### src/rtl/dac_spi_tx.sv
// dac_spi_tx: shifts one 12-bit sample per valid/ready handshake out to a
// DAC121S101-style SPI DAC as a 16-bit MSB-first frame {2'b00, PD_MODE, sample}.
// SCLK idles high; sdata changes on SCLK rising edges so the DAC can sample
// on falling edges. All outputs are registered.
module dac_spi_tx #(
    parameter int unsigned CLK_DIV    = 2,
    parameter int unsigned GAP_CYCLES = 4,
    parameter logic [1:0]  PD_MODE    = 2'b00
) (
    input  logic        clk,
    input  logic        rst,
    input  logic [11:0] value_in,
    input  logic        valid,
    output logic        ready,
    output logic        done,
    output logic        sclk,
    output logic        sync_n,
    output logic        sdata
);

    localparam int unsigned DW = (CLK_DIV > 1) ? $clog2(CLK_DIV) : 1;
    localparam int unsigned GW = (GAP_CYCLES > 1) ? $clog2(GAP_CYCLES) : 1;
    localparam logic [DW-1:0] DIV_LAST = DW'(CLK_DIV - 1);
    localparam logic [GW-1:0] GAP_LAST = GW'(GAP_CYCLES - 1);

    typedef enum logic [1:0] {
        IDLE  = 2'd0,
        SHIFT = 2'd1,
        GAP   = 2'd2
    } state_e;

    state_e        state_q, state_d;
    logic [15:0]   shreg_q, shreg_d;
    logic [3:0]    bit_cnt_q, bit_cnt_d;
    logic [DW-1:0] div_cnt_q, div_cnt_d;
    logic [GW-1:0] gap_cnt_q, gap_cnt_d;
    logic          sclk_q, sclk_d;
    logic          sync_n_q, sync_n_d;
    logic          sdata_q, sdata_d;
    logic          ready_q, ready_d;
    logic          done_q, done_d;

    logic [15:0]   frame;

    assign frame = {2'b00, PD_MODE, value_in};

    // State and output registers; reset parks the bus idle (sclk/sync_n high).
    always_ff @(posedge clk) begin
        if (rst) begin
            state_q   <= IDLE;
            shreg_q   <= '0;
            bit_cnt_q <= '0;
            div_cnt_q <= '0;
            gap_cnt_q <= '0;
            sclk_q    <= 1'b1;
            sync_n_q  <= 1'b1;
            sdata_q   <= 1'b0;
            ready_q   <= 1'b0;
            done_q    <= 1'b0;
        end else begin
            state_q   <= state_d;
            shreg_q   <= shreg_d;
            bit_cnt_q <= bit_cnt_d;
            div_cnt_q <= div_cnt_d;
            gap_cnt_q <= gap_cnt_d;
            sclk_q    <= sclk_d;
            sync_n_q  <= sync_n_d;
            sdata_q   <= sdata_d;
            ready_q   <= ready_d;
            done_q    <= done_d;
        end
    end

    // Next-state logic: accept, per-bit sclk high/low phases, frame end, gap.
    always_comb begin
        state_d   = state_q;
        shreg_d   = shreg_q;
        bit_cnt_d = bit_cnt_q;
        div_cnt_d = div_cnt_q;
        gap_cnt_d = gap_cnt_q;
        sclk_d    = sclk_q;
        sync_n_d  = sync_n_q;
        sdata_d   = sdata_q;
        ready_d   = ready_q;
        done_d    = 1'b0;

        case (state_q)
            IDLE: begin
                ready_d  = 1'b1;
                sclk_d   = 1'b1;
                sync_n_d = 1'b1;
                // ready_q gates accept so the first cycle after reset never accepts.
                if (valid && ready_q) begin
                    shreg_d   = frame;
                    sdata_d   = frame[15];
                    sync_n_d  = 1'b0;
                    ready_d   = 1'b0;
                    bit_cnt_d = '0;
                    div_cnt_d = '0;
                    state_d   = SHIFT;
                end
            end
            SHIFT: begin
                if (div_cnt_q == DIV_LAST) begin
                    div_cnt_d = '0;
                    if (sclk_q) begin
                        // End of high phase: falling edge, DAC samples sdata.
                        sclk_d = 1'b0;
                    end else if (bit_cnt_q == 4'd15) begin
                        // Last low phase done: close the frame.
                        sclk_d    = 1'b1;
                        sync_n_d  = 1'b1;
                        sdata_d   = 1'b0;
                        done_d    = 1'b1;
                        gap_cnt_d = '0;
                        state_d   = GAP;
                    end else begin
                        // Rising edge: advance to the next bit.
                        sclk_d    = 1'b1;
                        bit_cnt_d = bit_cnt_q + 4'd1;
                        shreg_d   = {shreg_q[14:0], 1'b0};
                        sdata_d   = shreg_q[14];
                    end
                end else begin
                    div_cnt_d = div_cnt_q + 1'b1;
                end
            end
            GAP: begin
                if (gap_cnt_q == GAP_LAST) begin
                    ready_d = 1'b1;
                    state_d = IDLE;
                end else begin
                    gap_cnt_d = gap_cnt_q + 1'b1;
                end
            end
            default: begin
                state_d = IDLE;
            end
        endcase
    end

    assign ready  = ready_q;
    assign done   = done_q;
    assign sclk   = sclk_q;
    assign sync_n = sync_n_q;
    assign sdata  = sdata_q;

endmodule

### config.mk
export PLATFORM = sky130hd
export DESIGN_NAME = dac_spi_tx
export DESIGN_NICKNAME = d
export VERILOG_FILES = /design/src/rtl/dac_spi_tx.sv
export SDC_FILE = /design/constraint.sdc
export NUM_CORES = 1
export LEC_CHECK = 0
export BUFFER_PORTS_ARGS = -buffer_cell sky130_fd_sc_hd__buf_2
export CORE_MARGIN = 2
export CORE_UTILIZATION = 40
export DETAILED_ROUTE_END_ITERATION = 10
export SETUP_SLACK_MARGIN = 0.05
export SYNTH_ARGS = -nofsm -noshare
export SYNTH_HDL_FRONTEND = slang
export SYNTH_SLANG_ARGS = --single-unit
### constraint.sdc
create_clock -name clk -period 1.85 [get_ports clk]
set_input_delay 0.2775 -clock clk [delete_from_list [all_inputs] [get_ports clk]]
set_output_delay 0.2775 -clock clk [all_outputs]
set_load 0.03 [all_outputs]
* Word level (Yosys, flattened, before mapping)
Cells that the tools add are included.
** Cells by class
- Add/subtract/negate cells :: 3
- Equal/unequal tests :: 11
- Mux-type cells :: 39
- Bitwise logic cells :: 2
- Reduce and logical (&&, ||, !) cells :: 14
** Operators by type and width (number)
- $mux 15 :: 4
- $pmux 15 s2 :: 1
- $mux 2 :: 9
- $mux 4 :: 4
- $reduce_and 5->1 :: 3
- $ne 2x2->1 const B :: 7
- $mux 1 :: 13
- $pmux 1 s2 :: 5
- $pmux 4 s2 :: 1
- $reduce_and 4->1 :: 2
- $pmux 2 s3 :: 1
- $reduce_and 2->1 :: 3
- $reduce_bool 2->1 :: 3
- $add 4x1->4 const B :: 1
- $eq 2x2->1 const B :: 2
- $eq 4x4->1 const B :: 1
- $pmux 2 s2 :: 1
- $reduce_or 4->1 :: 1
- $add 2x1->2 const B :: 1
- $eq 2x1->1 const B :: 1
- $logic_not 2->1 :: 1
- $not 1->1 :: 2
- $add 1x1->1 const B :: 1
- $logic_and 1x1->1 :: 1
** Storage, ports and cells
- Flip-flop bits (word level) :: 29
- Input port bits :: 15
- Output and inout bits :: 5
- Logic and storage cells :: 79

* Depth between registers and ports, before layout
Gate-level depths: netlist of the first run.
- Depth in word-level cells :: 5
- Depth in mapped cells :: 6
- Depth with buffers taken out :: 5

* Least setup slack after synthesis of the first run
No wires, ideal clock.
- Path kind :: register to register
- Start point :: register sclk_q, in the netlist sclk
- End point :: register bit_cnt_q[2]
- Library setup time :: 0.134 ns
- Arrival :: 1.342 ns
- Required time :: 1.716 ns
- Setup slack :: 0.374 ns
- Stages on the path, launching flop included :: 6
- Path buffers :: 1
- Clock period less this slack :: 1.476 ns
- Cells stage by stage :: dfxtp_1 and4bb_1 or2_1 buf_2 a21oi_1 a211oi_1
** On the way
- Cells in the longest elaborated chain, start to end :: 2
** RTL lines
- start, declared :: RTL line 37 : logic sclk_q, sclk_d;
- start signal, assigned :: RTL line 66 : sclk_q <= sclk_d;
- $ne 2x2->1 (no source line)
- $reduce_and 5->1 (no source line)
- end signal, assigned :: RTL line 63 : bit_cnt_q <= bit_cnt_d;
- end, declared :: RTL line 34 : logic [3:0] bit_cnt_q, bit_cnt_d;
Every way passes these cells.
A chain may end at the register's enable or synchronous reset.

* Worst setup path after layout of the first run
- Start point :: register state_q[0]
- End point :: register shreg_q[2]
** On the way
- Cells in the longest elaborated chain, start to end :: 3
- Elaborated cells on any way between the ends :: 9
- Those cells by class :: eq/ne: 5; mux: 1; reduce/logical: 3
** RTL lines
- start, declared :: RTL line 32 : state_e state_q, state_d;
- start signal, assigned :: RTL line 61 : state_q <= state_d;
- $eq 2x1->1 / $logic_not 2->1 (equally long branches) :: RTL line 87 : case (state_q)
- $ne 2x2->1 (no source line) / $reduce_bool 2->1 (equally long branches)
- $reduce_and 5->1 (no source line)
- end signal, assigned :: RTL line 62 : shreg_q <= shreg_d;
- end, declared :: RTL line 33 : logic [15:0] shreg_q, shreg_d;
Several ways; a longest one is shown, not always the timed one.

==> results of run 1 <==
critical path, stage by stage (launching register included):
cell and delay, ns:
dfxtp_1 0.41, and4bb_4 0.42, o21a_4 0.31, nor2_1 0.09, a311oi_2 0.24
worst min-delay path by stage:
stage | from | to | slack (ns) | cells after the start
after floorplan | value_in[0] | shreg_q[0]$_SDFFE_PP0P_ | 0.44 | 2
after global routing | value_in[9] | shreg_q[9]$_SDFFE_PP0P_ | 0.21 | 3
after detailed placement | sdata$_SDFFE_PP0P_ | sdata$_SDFFE_PP0P_ | 0.47 | 2
after global placement | sdata$_SDFFE_PP0P_ | sdata$_SDFFE_PP0P_ | 0.45 | 2
after CTS | value_in[10] | shreg_q[10]$_SDFFE_PP0P_ | 0.21 | 3
final | value_in[0] | shreg_q[0]$_SDFFE_PP0P_ | 0.21 | 3
cells by family (layout without fill, tap and decap cells):
family / Yosys count / in the layout / share of synthesized area, %
flip-flops: 29 / 29 / 43.08
multiplexers: 2 / 2 / 1.486
AND/OR/NAND/NOR: 69 / 69 / 24.14
buffers and inverters: 13 / 30 / 5.849
adder cells (fa/ha/maj): 2 / 2 / 1.857
AO/OA/AOI/OAI: 35 / 35 / 23.58
layout by cell type (no fill, tap or decap), drive strengths merged, types with 3 or more instances in the layout:
master / instances
a311oi: 12
a211oi: 4
nand2b: 3
a22oi: 5
o21ai: 4
nor3: 3
clkbuf: 5
nor2: 22
dfxtp: 29
a21oi: 6
nand2: 26
buf: 20
per-layer routing:
metal,up-vias,wire length (µm),track usage [%]
li1,567,-,-
met1,506,1283,20.10
met2,20,1158,23.96
met3,6,109,4.969
met4,0,51,8.207
met5,-,0,0
cells in the mapped netlist, types with 2 or more instances:
library cell  count  share of area, %
nand3b_1          2               1.1
nand3_1           2              0.74
a311oi_2          9                10
nand4_1           2              0.93
clkbuf_1          4               1.1
buf_6             3               2.5
a22oi_1           5               2.8
buf_2             2              0.74
inv_1             2              0.56
ha_1              2               1.9
o21ai_0           3               1.1
o21bai_1          2               1.1
mux2i_1           2               1.5
a311oi_1          3               2.0
nand2b_1          3               1.4
nor3_1            3               1.1
dfxtp_1          29                43
nor2_1           22               6.1
a211oi_1          4               2.2
a21oi_1           6               2.2
nand2_1          26               7.2
metrics by stage:
step,cells,setup slack (ns)
2_1_floorplan,150,0.3741
3_3_place_gp,205,0.3710
3_5_place_dp,205,0.2959
4_1_cts,213,0.2716
5_1_grt,213,0.1564
6_report,213,0.2781
sequential cells by signal, indices dropped and copies added, names as in the netlist, 2 cells and up:
| name | count |
|---|---|
| shreg_q | 15 |
| bit_cnt_q | 4 |
| state_q | 2 |
| gap_cnt_q | 2 |
power breakdown:
| group | switching, W | internal [W] |
|---|---|---|
| clock network | 0.000231 | 0.000143 |
| logic | 0.0000950 | 0.0000625 |
| registers | 0.0000212 | 0.000652 |
area by class of cell:
class                      instances  area (µm²)
sequential                        29       580.6
clock buffer                       5       37.54
inverter                           2       7.507
timing repair buffer              20       102.6
fill                             338        1793
multi-input combinational        108       688.2
tap                               46       57.56
clock inverter                     3       17.52
==> flow_summary.yaml, run 1 <==
finish:
  drive_above_1_share_pct: 23.95
  area_growth_pct: 10.68
  final_nets: 183
  design_area_mm2: 0.001491
  antennaDiodeCount: 0
  postLayoutCoreUtil_pct: 45.41
logic_synthesis:
  netlist_instances: 150
  async_reset_ff_share_pct: 0
  seq_area_frac_synth_pct: 43.08
  ys_ff_latch: 29
  syn-num-nets: 167
  syn_area_mm2: 0.001348
  synth-edff-count: 0
  yosys_warnings: 0
  synth.avg_cell_area_um2: 8.984
  synth_cell_types: 35
  ys.flop_type: "dfxtp_1"
critical_path:
  r2r_cells: 4
  start_kind: "register"
  rr_endpoint: "shreg_q[2]$_SDFFE_PP0P_"
  critPathCaptureType: "register"
  worstReg2RegStart: "state_q[0]$_SDFFE_PP0P_"
  r2r_slack_ns: 0.28
  critPathLaunch: "state_q[0]$_SDFFE_PP0P_"
  critPathMaxFanout: 22
  cp.arrival_ns: 1.81
  required_ns: 2.09
  crit_type: "reg2reg"
  endpoint: "shreg_q[2]$_SDFFE_PP0P_"
timing:
  timing.final.crit_share_pct: 84.97
  rsz0062_at_grt: "false"
  slew_headroom_pct: 59.53
  hold_viol: 0
  setup_violations: 0
  finalClockSkew_ns: 0.007045
  worstMarginPinSlew_ns: 0.6070
  fmax_mhz: 636.2
  slew_violations: 0
  min_period_ns: 1.572
  timing.hold.ws_ns: 0.2120
  finalSetupTns_ns: 0
floorplanning:
  die_h_um: 62.04
  initial_core_util_pct: 41.03
  row_count: 21
  design.core.area_mm2: 0.003284
  ios: 20
  dieArea_mm2: 0.003849
  die_w_um: 62.04
route:
  via_per_inst: 5.160
  dr_total_vias: 1099
  drt_first_iter_violations: 51
  drc: 0
  wirelength_mm: 2.602
  antenna_left: 0
  wl_per_cell_um: 12.22
  first_pass_iters: 4
grt:
  globalRoute.totalOverflow: 0
  grt_first_pass_wirelength_mm: 4.395
  grt_start_max_net_pins: 30
  track_usage_pct: 15.82
  grt_pass1_vias: 1019
  antenna_found_initial: 0
pwr:
  p_per_area_mw_per_mm2: 807.9
  power.total_w: 0.001205
  leakage_nw: 0.5389
  vdd_drop_max_mv: 0.3283
worst_hold_path:
  hold_path_class: "in2reg"
clocking:
  cts_buffer_depth: 2
  clk_pin_slew_worst_paths_ns: 0.10
  clockRootBuffer: "clkbuf_4"
  clock-sinks: 29
  cts_inserted_buffers: 5
  postCtsSetupBuffers: 0
  post_cts_resized: 0
  htreeDepth: 2
  tritoncts: "done"
  ctsHoldBuffers: 0
  worstSkewPairLatency_ns: 0.33
status:
  status: "finished clean"
place:
  dpl_cell_area_mm2: 0.001436
  port_buffers: 19
  gp_congestion: 0.7735
  dp.final_hpwl_mm: 1.810
flow_run:
  maxCapViolations: 0
No activity file was read; power rests on OpenSTA's default activity.
==> run 2: changes to the inputs <==
==> constraint.sdc (replaced) <==
create_clock -name clk -period 1.29 [get_ports clk]
set_input_delay 0.1935 -clock clk [delete_from_list [all_inputs] [get_ports clk]]
set_output_delay 0.1935 -clock clk [all_outputs]
set_load 0.03 [all_outputs]
==> flow_summary.yaml, run 2 (synthesis results as in run 1) <==
finish:
  stdcell_count: 251
  area_growth_pct: 40.30
  fillers: 310
  drive_above_1_share_pct: 44.88
  final_nets: 221
  layout.cells.most_common_list: "buf_4 (27), nand2_1 (26), dfxtp_1 (23)"
  antennaDiodeCount: 0
  top_regs: "shreg_q (15), bit_cnt_q (4)"
  final_common_cell: "buf_4"
  top_register: "shreg_q"
  largest_register_ff_count: 15
route:
  wl_per_cell_um: 13.29
  drt_first_iter_violations: 79
  antenna_left: 0
  dr_total_vias: 1277
  via_per_inst: 5.088
  first_pass_iters: 4
  drc: 0
  wirelength_mm: 3.336
clocking:
  htreeDepth: 2
  clockRootBuffer: "clkbuf_4"
  tritoncts: "done"
  clock-sinks: 29
  cts_inserted_buffers: 5
  cts_buffer_depth: 2
  worstSkewPairLatency_ns: 0.34
  clk_pin_slew_worst_paths_ns: 0.09
critical_path:
  cp_slowest_cell: "dfxtp_4"
  cp.arrival_ns: 1.65
  critPathMaxFanout: 6
  crit_chain: "ha_4, nand4_1, buf_4, o21a_4, nor2_1, a311oi_2"
  cpLargestDelayFamily: "compound AO/OA/AOI/OAI gates"
  slowest_delay_ns: 0.36
  required_ns: 1.54
  crit_buf_inv: 1
  critPathLaunch: "bit_cnt_q[0]$_SDFFE_PP0P_"
  critPathCaptureType: "register"
  crit_type: "reg2reg"
  start_kind: "register"
  worstReg2RegStart: "bit_cnt_q[0]$_SDFFE_PP0P_"
timing:
  worstMarginPinSlew_ns: 0.6133
  timing.final.crit_share_pct: 108.8
  setup_violations: 20
  fmax_mhz: 712.3
  finalWorstSetupSlack_ns: -0.1138
  slew_violations: 0
  min_period_ns: 1.404
  finalClockSkew_ns: 0.006794
  rsz0062_at_grt: "true"
  slew_headroom_pct: 59.11
  finalSetupTns_ns: -1.082
  hold_viol: 0
grt:
  grt_pass1_vias: 1237
  track_usage_pct: 19.69
  globalRoute.totalOverflow: 0
  grt_first_pass_wirelength_mm: 5.423
  antenna_found_initial: 0
  grt_start_max_net_pins: 30
pwr:
  vdd_drop_max_mv: 0.4311
  leakage_nw: 0.7502
  p_per_area_mw_per_mm2: 977.9
  power.total_w: 0.001849
place:
  port_buffers: 19
  dp.final_hpwl_mm: 2.070
  gp_congestion: 0.7642
  dpl.cell_count: 230
worst_hold_path:
  min_from: "value_in[0]"
  hold_path_class: "in2reg"
floorplanning:
  die_h_um: 62.04
  ios: 20
  initial_core_util_pct: 41.03
  die_w_um: 62.04
  design.core.area_mm2: 0.003284
  dieArea_mm2: 0.003849
  row_count: 21
flow_run:
  maxCapViolations: 0
status:
  violations: "negative setup slack"
  status: "finished, violations left"
==> run 2: through the flow <==
step	setup slack [ns]	area, µm²	hold WS [ns]	utilization (%)
floorplan	-0.04859	1363	0.3543	-
global placement	-0.05073	1645	0.4522	50.10
detailed placement	-0.1279	1645	0.4586	50.10
CTS	-0.1271	1842	0.1171	56.08
global route	-0.1666	1891	0.1371	57.56
finish	-0.1138	1891	0.1240	57.56
==> run 2: worst register-to-register path: stages, from the launching register on <==
cell and delay, ns:
dfxtp_4 0.36, ha_4 0.16, nand4_1 0.15, buf_4 0.17, o21a_4 0.17, nor2_1 0.06
a311oi_2 0.24
==> run 2: path summary, 6_finish.rpt <==
kind / to / slack, ns / cells after the start
setup reg to reg: shreg_q[1]$_SDFFE_PP0P_ / -0.11 / 6
setup / recovery: shreg_q[1]$_SDFFE_PP0P_ / -0.11 / 6
hold / removal: shreg_q[0]$_SDFFE_PP0P_ / 0.12 / 3
hold reg to reg: sdata$_SDFFE_PP0P_ / 0.47 / 2
==> run 2: routing by layer <==
layer / part of all wire [%] / vias up / global-route usage [%]
li1: - / 644 / -
met1: 44 / 595 / 22.11
met2: 50 / 28 / 33.78
met3: 3.6 / 10 / 5.176
met4: 2.5 / 0 / 10.64
met5: 0 / - / 0
==> run 2: layout make-up <==
type,count,area (µm²),share of cell area [%]
multi-input combinational,110,770.7,40.77
tap,46,57.56,3.044
sequential,29,593.1,31.37
inverter,2,7.507,0.3971
clock buffer,8,48.80,2.581
timing repair buffer,56,412.9,21.84
==> run 2: timing repair <==
action,4_1_cts,5_1_grt
gates cloned,3,0
buffers inserted,8,2
setup endpoints to repair,25,24
hold endpoints to repair,0,0
pin swaps,1,6
hold buffers,0,0
resized for setup,21,9
==> run 2: report_power, final <==
part           internal, W  switching, W
combinational     0.000185      0.000178
clock             0.000217      0.000312
sequential        0.000933     0.0000242
total              0.00133      0.000514
